$ cat src/rtl/ch_scan_ctrl.sv
// ch_scan_ctrl: per-sample channel scanner feeding muxed words to an RX FIFO as frames
module ch_scan_ctrl #(
  parameter int DW     = 16,
  parameter int MAX_CH = 8,
  parameter int SELW   = 3
) (
  input  logic            clk,
  input  logic            rst,
  input  logic            strobe,
  input  logic [3:0]      numch,
  input  logic [DW-1:0]   mux_data,
  output logic [SELW-1:0] sel,
  input  logic            fifo_full,
  output logic            wr_en,
  output logic [DW-1:0]   wr_data,
  output logic            wr_sof,
  output logic            busy,
  input  logic            ovr_clr,
  output logic            overrun
);
  typedef enum logic {IDLE, SCAN} state_t;
  state_t          r_state, w_state_nxt;
  logic [SELW-1:0] r_sel, w_sel_nxt;
  logic [3:0]      r_nlat, w_nlat_nxt, w_nclamp;
  logic            w_start, w_write, w_last;
  logic            r_wr_en, r_wr_sof, r_busy, r_ovr;
  logic [DW-1:0]   r_wr_data;
  // next-state: start/continue/finish a frame, with back-to-back restart on the last word
  always_comb begin
    w_nclamp    = (numch > 4'(MAX_CH)) ? 4'(MAX_CH) : numch;
    w_start     = strobe && (numch != 4'd0);
    w_write     = (r_state == SCAN) && !fifo_full;
    w_last      = w_write && (4'(r_sel) == r_nlat - 4'd1);
    w_state_nxt = r_state;
    w_sel_nxt   = r_sel;
    w_nlat_nxt  = r_nlat;
    if (r_state == IDLE) begin
      if (w_start) begin
        w_state_nxt = SCAN;
        w_sel_nxt   = '0;
        w_nlat_nxt  = w_nclamp;
      end
    end else if (w_last) begin
      w_sel_nxt   = '0;
      w_state_nxt = w_start ? SCAN : IDLE;
      w_nlat_nxt  = w_start ? w_nclamp : r_nlat;
    end else if (w_write) begin
      w_sel_nxt = r_sel + 1'b1;
    end
  end
  // state, write pulses and sticky overrun (set wins over clear)
  always_ff @(posedge clk) begin
    if (rst) begin
      r_state   <= IDLE;
      r_sel     <= '0;
      r_nlat    <= '0;
      r_wr_en   <= 1'b0;
      r_wr_data <= '0;
      r_wr_sof  <= 1'b0;
      r_busy    <= 1'b0;
      r_ovr     <= 1'b0;
    end else begin
      r_state   <= w_state_nxt;
      r_sel     <= w_sel_nxt;
      r_nlat    <= w_nlat_nxt;
      r_wr_en   <= w_write;
      r_wr_data <= w_write ? mux_data : r_wr_data;
      r_wr_sof  <= w_write && (r_sel == '0);
      r_busy    <= (w_state_nxt == SCAN);
      r_ovr     <= (strobe && r_state == SCAN && !w_last) ? 1'b1 : ovr_clr ? 1'b0 : r_ovr;
    end
  end
  assign sel     = r_sel;
  assign wr_en   = r_wr_en;
  assign wr_data = r_wr_data;
  assign wr_sof  = r_wr_sof;
  assign busy    = r_busy;
  assign overrun = r_ovr;
endmodule
$ cat config.mk
export PLATFORM = sky130hd
export DESIGN_NAME = ch_scan_ctrl
export DESIGN_NICKNAME = d
export VERILOG_FILES = /design/src/rtl/ch_scan_ctrl.sv
export SDC_FILE = /design/constraint.sdc
export NUM_CORES = 1
export LEC_CHECK = 0
export CAP_MARGIN = 20
export CORE_AREA = 2 2 59 61
export DETAILED_ROUTE_END_ITERATION = 7
export DIE_AREA = 0 0 61 63
export PLACE_DENSITY = 0.73
export SLEW_MARGIN = 25
export SYNTH_ARGS = -nofsm -noshare
export SYNTH_HDL_FRONTEND = slang
export SYNTH_SLANG_ARGS = --single-unit
$ cat constraint.sdc
create_clock -name clk -period 1.65 [get_ports clk]
set_input_delay 0.2475 -clock clk [delete_from_list [all_inputs] [get_ports clk]]
set_output_delay 0.2475 -clock clk [all_outputs]
set_load 0.01 [all_outputs]
Word level (Yosys, flattened, before mapping) --
Index checks and enable logic that the tools add are counted.
Storage, ports and cells: input port bits 25, flip-flop bits (word level) 27, logic and storage cells 39, output and inout port bits 23
Cells by class: $lt $le $gt $ge 1, muxes and demuxes 13, reductions and logical operators 13, $add $sub $neg 2, eq/ne operators 3
Operator list (count):
- $mux 4 | 4
- $mux 3 | 4
- $logic_and 1x1->1 | 6
- $mux 1 | 5
- $eq 3x4->1 | 1
- $gt 4x4->1 const B | 1
- $reduce_bool 2->1 | 2
- $reduce_bool 4->1 | 1
- $sub 4x1->4 const B | 1
- $add 3x1->3 const B | 1
- $logic_not 3->1 | 1
- $ne 3x3->1 const B | 1
- $logic_not 1->1 | 2
- $ne 2x2->1 const B | 1
- $reduce_and 2->1 | 1

Depth between registers and ports, before layout --
Gate-level depths: netlist (run 1).
depth in word-level cells 6, gate-level depth with buffers 6, gate-level depth less buffers 6

Least setup slack after synthesis (run 1) --
Ideal clock, no wire load.
path kind register to register, start point reg r_nlat[0], end point reg r_nlat[0], buffers on the path 0, path slack 0.034 ns, data required time 1.578 ns, library setup time 0.072 ns, period minus slack after synthesis 1.616 ns, cell stages (with the launch flop) 7, arrival time 1.544 ns, cells stage by stage dfxtp_1 -> inv_1 -> ha_1 -> xor2_1 -> nand4_4 -> o31ai_4 -> mux2i_1
Between the ends: longest elaborated chain between the ends 4, elaborated cells between the ends (all ways) 7, those cells by class 1 x add/sub; 2 x eq/ne; 3 x mux; 1 x reduce/logical
Ends and longest elaborated chain:
- start, declared | line 24 | logic [3:0] r_nlat, w_nlat_nxt, w_nclamp;
- start signal, assigned | line 65 | r_nlat <= w_nlat_nxt;
- $sub 4x1->4 | line 33 | w_last = w_write && (4'(r_sel) == r_nlat - 4'd1);
- $eq 3x4->1 | line 33
- $logic_and 1x1->1 | line 33
- $ne 2x2->1 (no line)
Several ways; a longest one is shown, not always the timed one. The select of a mux whose other input is x is not followed. A chain may end at the register's enable or synchronous reset.

Worst setup path after layout (run 1) --
start point reg r_nlat[1], end point reg r_nlat[3]
Between the ends: longest elaborated chain between the ends 4
Ends and longest elaborated chain (line):
- $sub 4x1->4 | 33
- $eq 3x4->1 | 33
- $logic_and 1x1->1 | 33
- $ne 2x2->1 (no line)
No other way between the ends.

==> flow_metrics.py, run 1 <==
metrics = {
    "run_status": {
        "outcome": "finished, final reports clean",
    },
    "cts": {
        "cts_buffers": 3,
        "root_buffer": "clkbuf_4",
        "path_clk_slew_ns": 0.15,
        "cts_htree_levels": 1,
        "cts.sinks": 27,
        "clockBufferDepth": 2,
        "cts_tree": "yes",
        "clock_latency_ns": 0.32,
    },
    "timing": {
        "hold_viol_final": 0,
        "rsz0062_at_grt": "yes",
        "fmax_mhz": 616,
        "maxSlewHeadroom": 0.729,
        "tightest_slew_ns": 0.402,
        "finalSetupViolCount": 0,
        "drv_slew": 0,
        "period_share": 0.984,
        "finClkSkew_ns": 0.000788,
        "finalCriticalPeriod_ns": 1.62,
    },
    "critical_path": {
        "cp_data_arrival_time_ns": 1.88,
        "critical_path_class": "reg2reg",
        "r2r_slack_ns": 0.03,
        "endpoint_kind": "register",
        "timing.rr.end": "r_nlat[3]",
        "worstPathRequired_ns": 1.91,
        "cp_max_fo": 4,
        "setup.worst_path.start": "r_nlat[1]",
        "start_kind": "register",
        "reg2reg_depth": 6,
        "reg2reg_from": "r_nlat[1]",
    },
    "route": {
        "drt-pass1-iter-count": 4,
        "wl_per_cell_um": 11.8,
        "route.detailed.drc": 0,
        "wl_met1_um": 1130,
        "routed.top_layer": "met4",
        "ant_nets": 0,
        "dr_wl_met3_um": 85,
        "drt_iter0_drc": 32,
        "vias_per_cell": 4.62,
        "num_vias": 1082,
        "routed_wl_um": 2750,
        "met2_length_um": 1510,
    },
    "finish": {
        "utilization": 0.573,
        "nFillCells": 286,
        "area_delta_synth_final_pct": 55.9,
        "multi_input_area_um2": 648,
        "seq_area_um2": 547,
        "fin_cells": 234,
        "final_nets": 217,
        "design_area_um2": 1850,
        "drive_gt1_frac": 0.181,
        "diodes": 0,
    },
    "floorplanning": {
        "row_count": 21,
        "start_util": 0.368,
        "core_um2": 3230,
        "io_pins": 48,
        "die_h_um": 63,
        "die_w_um": 61,
        "die_area_um2": 3840,
    },
    "synth": {
        "ys_ff_latch": 27,
        "synthesis.nets": 161,
        "ys_warn_count": 0,
        "netlist_area_um2": 1190,
        "yosysSeqAreaShare": 0.455,
        "synth.distinct_cells": 30,
        "avgSynthCellArea_um2": 8.94,
        "synthCells": 133,
    },
    "worst_hold_path": {
        "hold_depth": 3,
        "hold_class": "in2reg",
        "hold_end": "wr_data[2]",
        "min-delay-start": "mux_data[2]",
    },
    "global_routing": {
        "grt_pass1_vias": 1030,
        "antenna_found_initial": 0,
        "overflow": 0,
        "grt_pass1_wl_um": 4510,
        "track_usage": 0.150,
        "grt_max_degree": 20,
    },
    "placed_design": {
        "place_congestion": 0.792,
        "dp_hpwl_um": 2150,
        "io_buffers": 47,
        "dp_cells": 229,
        "placed_area_um2": 1760,
    },
    "power_and_ir_drop": {
        "power_density_nw_per_um2": 678,
        "leakagePower_nw": 0.684,
        "ir_drop_v": 0.000354,
    },
    "job": {
        "maxCapViolCount": 0,
    },
}
## routing by layer
metal / vias to the layer above / track usage
met5: - / 0
li1: 555 / -
met1: 503 / 0.176
met3: 2 / 0.0124
met2: 22 / 0.274
met4: 0 / 0.0489
## registers in the layout (all words and copies together) (netlist names)
| name | flops |
|---|---|
| wr_data | 16 |
| r_nlat | 4 |
| sel | 3 |
| busy | 1 |
| overrun | 1 |
| wr_en | 1 |
| wr_sof | 1 |
## power by group
part           internal, W  switching, W  leakage [nW]
Combinational     0.000155      0.000116         0.448
Clock            0.0000926      0.000197        0.0139
Sequential        0.000680     0.0000159         0.222
## how the worst max path moves through the flow
stage | end | slack, ns | cells past startpoint
after global placement | r_nlat[0] | -0.11 | 5
after CTS | r_nlat[3] | -0.03 | 6
after global routing | r_nlat[0] | -0.06 | 6
after floorplan | r_nlat[0] | 0.03 | 6
after detailed placement | r_nlat[3] | -0.15 | 5
final | r_nlat[3] | 0.03 | 6
## cells by family (layout without fill, tap and decap cells)
family | count (synthesis) | in the layout | synth area share
adder cells (fa/ha/maj) | 3 | 3 | 0.0316
AND/OR/NAND/NOR | 56 | 56 | 0.239
multiplexers | 4 | 4 | 0.0337
buffers and inverters | 11 | 66 | 0.0368
XOR/XNOR | 4 | 4 | 0.0421
flip-flops | 27 | 27 | 0.455
AO/OA/AOI/OAI | 28 | 28 | 0.162
## cells in the mapped netlist
| cell | count | area [um^2] |
|---|---|---|
| or2_2 | 1 | 6.26 |
| clkbuf_1 | 5 | 18.8 |
| o41ai_4 | 1 | 27.5 |
| nand4b_1 | 1 | 8.76 |
| nand2_1 | 34 | 128 |
| o211ai_1 | 1 | 7.51 |
| nand3b_1 | 1 | 7.51 |
| nand2b_1 | 7 | 43.8 |
| xor2_1 | 3 | 26.3 |
| xnor3_2 | 1 | 23.8 |
| o21ai_0 | 3 | 15.0 |
| mux2i_1 | 4 | 40.0 |
| ha_1 | 3 | 37.5 |
| a21oi_1 | 17 | 85.1 |
| nor4b_1 | 1 | 8.76 |
| o2bb2ai_1 | 1 | 8.76 |
| a21boi_0 | 1 | 7.51 |
| o21ai_1 | 1 | 5.00 |
| o31ai_4 | 1 | 21.3 |
| nor2_1 | 4 | 15.0 |
| nor3_1 | 1 | 5.00 |
| inv_1 | 4 | 15.0 |
| a31oi_1 | 1 | 6.26 |
| buf_2 | 2 | 10.0 |
| o32ai_1 | 1 | 8.76 |
| nor2b_1 | 1 | 6.26 |
| or3b_2 | 3 | 26.3 |
| dfxtp_1 | 27 | 541 |
| nor3b_1 | 1 | 7.51 |
| nand4_4 | 1 | 21.3 |
## layout by cell type (no fill, tap or decap), types with 2 or more instances in the layout
master	count
inv_2	2
dfxtp_1	22
a21oi_1	17
or3b_2	3
nor2_1	4
inv_1	2
clkbuf_4	3
buf_4	11
dfxtp_2	5
nand2_1	34
ha_1	2
mux2i_1	4
nand2b_1	7
clkdlybuf4s50_1	46
o21ai_0	3
## timing repair
item,in CTS,in global routing
gates resized for setup,7,6
pin swaps,2,2
hold buffers,0,0
setup endpoints to repair,5,12
buffers inserted,0,1
## metrics by stage
stage | setup slack (ns) | power (W) | hold slack (ns) | setup TNS (ns)
final | 0.0265 | 0.00126 | 0.451 | 0
after global routing | -0.0600 | 0.00132 | 0.432 | -0.212
after CTS | -0.0345 | 0.00126 | 0.432 | -0.0709
after detailed placement | -0.153 | 0.000967 | 0.447 | -0.907
after global placement | -0.112 | 0.000961 | 0.441 | -0.650
after floorplan | 0.0340 | 0.000822 | 0.383 | 0
## critical path, stage by stage (launching register included)
cell and delay [ns]:
dfxtp_2 0.37, inv_2 0.04, ha_4 0.28, xor2_4 0.16, nand4_4 0.14, o31ai_4 0.33, mux2i_1 0.24
## area by class of cell
type,count,area share
clock inverter,1,0.00405
tap,46,0.0311
timing repair buffer,58,0.300
sequential,27,0.295
inverter,4,0.00810
multi-input combinational,95,0.350
clock buffer,3,0.0122
Note: power is estimated with default switching activity, not from simulation.
==> inputs of run 2 (changes only) <==
Settings changed: CORE_AREA 2 2 59 61 to 2 2 57 59, DIE_AREA 0 0 61 63 to 0 0 59 61, PLACE_DENSITY 0.73 to 0.77.
Clock period 1.65 ns to 1.6 ns, I/O delays scaled along.
==> flow_metrics.py, run 2 (synthesis gave the netlist of run 1 again) <==
metrics = {
    "run_status": {
        "outcome": "finished, final reports clean",
    },
    "floorplanning": {
        "core_um2": 2950,
        "io_pins": 48,
        "die_w_um": 59,
        "start_util": 0.403,
        "row_count": 20,
        "die_h_um": 61,
        "die_area_um2": 3600,
    },
    "power_and_ir_drop": {
        "power_w": 0.00130,
        "switching_share": 0.263,
        "pwr-share-seq": 0.551,
        "p_int_w": 0.000958,
        "p_comb_frac": 0.218,
        "p_sw_w": 0.000341,
        "ir_drop_v": 0.000615,
        "leakagePower_nw": 0.726,
        "power_density_nw_per_um2": 699,
        "clkPwrFrac": 0.231,
    },
    "finish": {
        "largest_register_ffs": 16,
        "drive_gt1_frac": 0.183,
        "design_area_um2": 1860,
        "final_nets": 220,
        "area_delta_synth_final_pct": 56.2,
        "seq_area_um2": 548,
        "diodes": 0,
        "layout_common_cells": "43 x clkdlybuf4s50_1, 34 x nand2_1, 23 x dfxtp_1",
        "multi_input_area_um2": 641,
        "final_common_cell": "clkdlybuf4s50_1",
        "nFillCells": 257,
    },
    "global_routing": {
        "antenna_found_initial": 0,
        "grt_pass1_vias": 1074,
        "grt_max_degree": 22,
        "overflow": 0,
        "grt_pass1_wl_um": 4710,
        "gr-usage-met1": 0.207,
        "use_met3": 0.0320,
        "grt-busiest-layer": "met2",
        "met2_usage": 0.313,
        "track_usage": 0.172,
    },
    "placed_design": {
        "place_congestion": 0.760,
        "io_buffers": 47,
        "dp_hpwl_um": 2220,
        "dp_slack_ns": -0.232,
        "placed_area_um2": 1780,
    },
    "route": {
        "num_vias": 1097,
        "ant_nets": 0,
        "drt_iter0_drc": 20,
        "drt-pass1-iter-count": 4,
        "vias_per_cell": 4.90,
        "routed_wl_um": 2880,
        "route.detailed.drc": 0,
        "wl_per_cell_um": 12.8,
    },
    "timing": {
        "finalCriticalPeriod_ns": 1.60,
        "finalSetupViolCount": 0,
        "period_share": 0.998,
        "finClkSkew_ns": 0.0119,
        "rsz0062_at_grt": "yes",
        "fmax_mhz": 626,
        "hold_viol_final": 0,
        "tightest_slew_ns": 0.407,
        "maxSlewHeadroom": 0.726,
        "fin_ws_ns": 0.00327,
        "holdWs_ns": 0.436,
        "tns_ns": 0,
        "drv_slew": 0,
    },
    "worst_hold_path": {
        "hold_end": "wr_data[6]",
        "min-delay-start": "mux_data[6]",
        "hold_class": "in2reg",
        "hold_depth": 3,
    },
    "cts": {
        "path_clk_slew_ns": 0.16,
        "cts_tree": "yes",
        "clock_latency_ns": 0.33,
        "clockBufferDepth": 2,
        "cts_buffers": 3,
        "cts_hold_buf": 0,
        "cts_htree_levels": 1,
        "cts.sinks": 27,
        "root_buffer": "clkbuf_4",
    },
    "critical_path": {
        "reg2reg_depth": 6,
        "r2r_slack_ns": 0.003,
        "cp_max_fo": 4,
        "cp_data_arrival_time_ns": 1.85,
        "start_kind": "register",
        "critical_path_class": "reg2reg",
        "endpoint_kind": "register",
        "reg2reg_from": "r_nlat[1]",
        "worstPathRequired_ns": 1.85,
        "timing.rr.end": "r_nlat[1]",
    },
    "job": {
        "maxCapViolCount": 0,
    },
}
-- run 2: cell count changes in the layout (fill, tap and decap cells not counted), sizes merged --
cell | previous run | this run
buf | 11 | 14
dlygate4sd2 | 0 | 2
clkdlybuf4s50 | 46 | 43
dlymetal6s2s | 1 | 2
-- run 2: worst max-delay path by stage --
stage | slack (ns) | endpoint | cells past startpoint | start
6_report | 0.003 | r_nlat[1] | 6 | r_nlat[1]
5_1_grt | -0.06 | r_nlat[2] | 6 | r_nlat[1]
4_1_cts | -0.003 | r_nlat[1] | 6 | r_nlat[0]
3_5_place_dp | -0.23 | sel[1] | 4 | numch[2]
3_3_place_gp | -0.15 | r_nlat[0] | 5 | numch[2]
2_1_floorplan | 0.02 | r_nlat[0] | 6 | r_nlat[0]
-- run 2: routing by layer --
layer,wire (um),vias up
li1,-,563
met1,1200,505
met2,1530,27
met3,140,2
met4,12,0
met5,0,-
-- run 2: through the flow --
stage | std cells | utilization
6_report | 224 | 0.629
5_1_grt | 224 | 0.629
4_1_cts | 224 | 0.621
3_5_place_dp | 219 | 0.602
3_3_place_gp | 219 | 0.602
2_1_floorplan | 133 | -
-- run 2: timing repair --
item | in CTS | in global routing
setup buffers | 1 | 0
endpoints found under the setup margin | 7 | 10
pin swaps | 1 | 0
gates resized for setup | 9 | 5
cloned | 0 | 0
-- run 2: worst max-delay path, cell delays in order, from the launching register on --
cell	delay, ns
dfxtp_2	0.36
inv_2	0.04
ha_4	0.28
xor2_4	0.17
nand4_4	0.12
o31ai_4	0.32
mux2i_1	0.24
-- run 2: area by class of cell --
type	instances	share of cell area
clock inverter	1	0.00404
inverter	4	0.00809
tap	33	0.0222
clock buffer	3	0.0121
sequential	27	0.295
timing repair buffer	61	0.313
multi-input combinational	95	0.345
-- run 2: power groups by stage --
stage | clock (W) | combinational, W | sequential (W)
after global placement | 0 | 0.000271 | 0.000729
after detailed placement | 0 | 0.000277 | 0.000731
final | 0.000300 | 0.000283 | 0.000716
after floorplan | 0 | 0.000105 | 0.000744
after global routing | 0.000342 | 0.000308 | 0.000720
after CTS | 0.000313 | 0.000282 | 0.000717
==> inputs of run 3 (changes only) <==
--- a/config.mk
+++ b/config.mk
@@ -7,7 +7,8 @@
 export LEC_CHECK = 0
 export CAP_MARGIN = 20
-export CORE_AREA = 2 2 57 59
+export CORE_AREA = 2 2 47 71
 export DETAILED_ROUTE_END_ITERATION = 7
-export DIE_AREA = 0 0 59 61
+export DIE_AREA = 0 0 49 73
+export GPL_TIMING_DRIVEN = 0
 export PLACE_DENSITY = 0.77
 export SLEW_MARGIN = 25
==> constraint.sdc (replaced) <==
create_clock -name clk -period 1.6 [get_ports clk]
set_input_delay 0.24 -clock clk [delete_from_list [all_inputs] [get_ports clk]]
set_output_delay 0.24 -clock clk [all_outputs]
set_load 0.005 [all_outputs]
==> flow_metrics.py, run 3 (synthesis gave the netlist of run 1 again) <==
metrics = {
    "power_and_ir_drop": {
        "ir_drop_v": 0.000677,
        "power_density_nw_per_um2": 748,
        "leakagePower_nw": 0.659,
    },
    "floorplanning": {
        "die_w_um": 49,
        "core_um2": 3030,
        "die_area_um2": 3580,
        "row_count": 25,
        "start_util": 0.392,
        "io_pins": 48,
        "die_h_um": 73,
    },
    "critical_path": {
        "endpoint_kind": "register",
        "cpMaxStageDelayCell": "dfxtp_2",
        "worstPathRequired_ns": 1.80,
        "cp_max_fo": 4,
        "crit_chain": "inv_2, ha_4, xor2_2, nand4_4, o31ai_4, mux2i_1",
        "start_kind": "register",
        "reg2reg_from": "r_nlat[1]",
        "critical_path_class": "reg2reg",
        "setup.worst_path.start": "r_nlat[1]",
        "slowest_delay_ns": 0.34,
        "cp_data_arrival_time_ns": 1.77,
    },
    "timing": {
        "period_share": 0.981,
        "finalSetupViolCount": 0,
        "tightest_slew_ns": 0.485,
        "rsz0062_at_grt": "yes",
        "fin_ws_ns": 0.0303,
        "finClkSkew_ns": 0.00250,
        "maxSlewHeadroom": 0.677,
        "drv_slew": 0,
        "hold_viol_final": 0,
        "holdWs_ns": 0.459,
        "finalCriticalPeriod_ns": 1.57,
        "fmax_mhz": 637,
    },
    "job": {
        "maxCapViolCount": 0,
    },
    "route": {
        "drt_iter0_drc": 8,
        "drt-pass1-iter-count": 4,
        "vias_per_cell": 4.86,
        "route.detailed.drc": 0,
        "ant_nets": 0,
        "routed_wl_um": 2820,
        "num_vias": 1107,
        "wl_per_cell_um": 12.3,
    },
    "finish": {
        "layout_common_cells": "47 x clkdlybuf4s50_1, 34 x nand2_1, 24 x dfxtp_1",
        "nFillCells": 273,
        "diodes": 0,
        "multi_input_area_um2": 629,
        "final_common_cell": "clkdlybuf4s50_1",
        "drive_gt1_frac": 0.138,
        "seq_area_um2": 544,
        "area_delta_synth_final_pct": 52.6,
        "largest_register_ffs": 16,
        "final_nets": 217,
    },
    "cts": {
        "root_buffer": "clkbuf_8",
        "cts.sinks": 27,
        "clockBufferDepth": 2,
        "clock_latency_ns": 0.27,
        "cts_tree": "yes",
        "path_clk_slew_ns": 0.09,
        "cts_htree_levels": 1,
        "cts_buffers": 3,
        "cts_hold_buf": 0,
    },
    "placed_design": {
        "place_congestion": 0.740,
        "dp_hpwl_um": 2190,
        "dp_slack_ns": -0.237,
        "io_buffers": 47,
    },
    "global_routing": {
        "grt_pass1_wl_um": 4860,
        "track_usage": 0.173,
        "overflow": 0,
        "grt_max_degree": 15,
        "grt_pass1_vias": 1199,
        "antenna_found_initial": 0,
    },
    "worst_hold_path": {
        "min-delay-start": "wr_data[9]",
        "hold_class": "reg2reg",
    },
    "run_status": {
        "outcome": "finished, final reports clean",
    },
}
[run 3: layer usage]
metal  GRT usage  up-vias  share of wire
li1            -      556              -
met1       0.173      517           0.38
met2       0.323       29           0.56
met3      0.0369        5          0.045
met4       0.108        0          0.019
met5           0        -              0
[run 3: stage by stage]
step,setup TNS [ns],total power [W],cell area [um^2],util,std cells
floorplan,0,0.000841,1200,-,133
global placement,-2.95,0.000970,1720,0.566,220
detailed placement,-3.51,0.000978,1720,0.566,220
CTS,0,0.00137,1800,0.593,227
global route,-0.345,0.00143,1810,0.598,228
finish,0,0.00136,1810,0.598,228
[run 3: timing repair]
item / 4_1_cts / 5_1_grt
gates resized for setup: 2 / 7
setup buffers: 3 / 1
pin swaps: 1 / 2
endpoints found under the setup margin: 7 / 12
[run 3: layout make-up]
type                            count  share of cell area
Timing Repair Buffer               51               0.276
Multi-Input combinational cell     95               0.347
Sequential cell                    27               0.300
Buffer                              7              0.0166
Tap cell                           40              0.0276
Inverter                            4             0.00828
Clock buffer                        4              0.0248
[run 3: worst paths after layout]
check	slack [ns]	end	cells after the start
worst min-delay path	0.46	wr_data[9]	2
worst max-delay path	0.03	r_nlat[2]	6
worst max register to register	0.03	r_nlat[2]	6
worst min register to register	0.46	wr_data[9]	2
[run 3: critical path: cells and delay by family (launching register included)]
family / cells / cell delay (ns)
and+or+nand+nor: 1 / 0.13
xor gates and xnor gates: 1 / 0.17
buffers and inverters: 1 / 0.04
muxes: 1 / 0.23
DFF: 1 / 0.34
AOI/OAI and AO/OA: 1 / 0.33
adders and majority gates: 1 / 0.26
[run 3: power breakdown]
group,switching [W],internal [W]
clock,0.000203,0.000179
combinational,0.000106,0.000149
sequential,0.0000194,0.000701
total,0.000328,0.00103
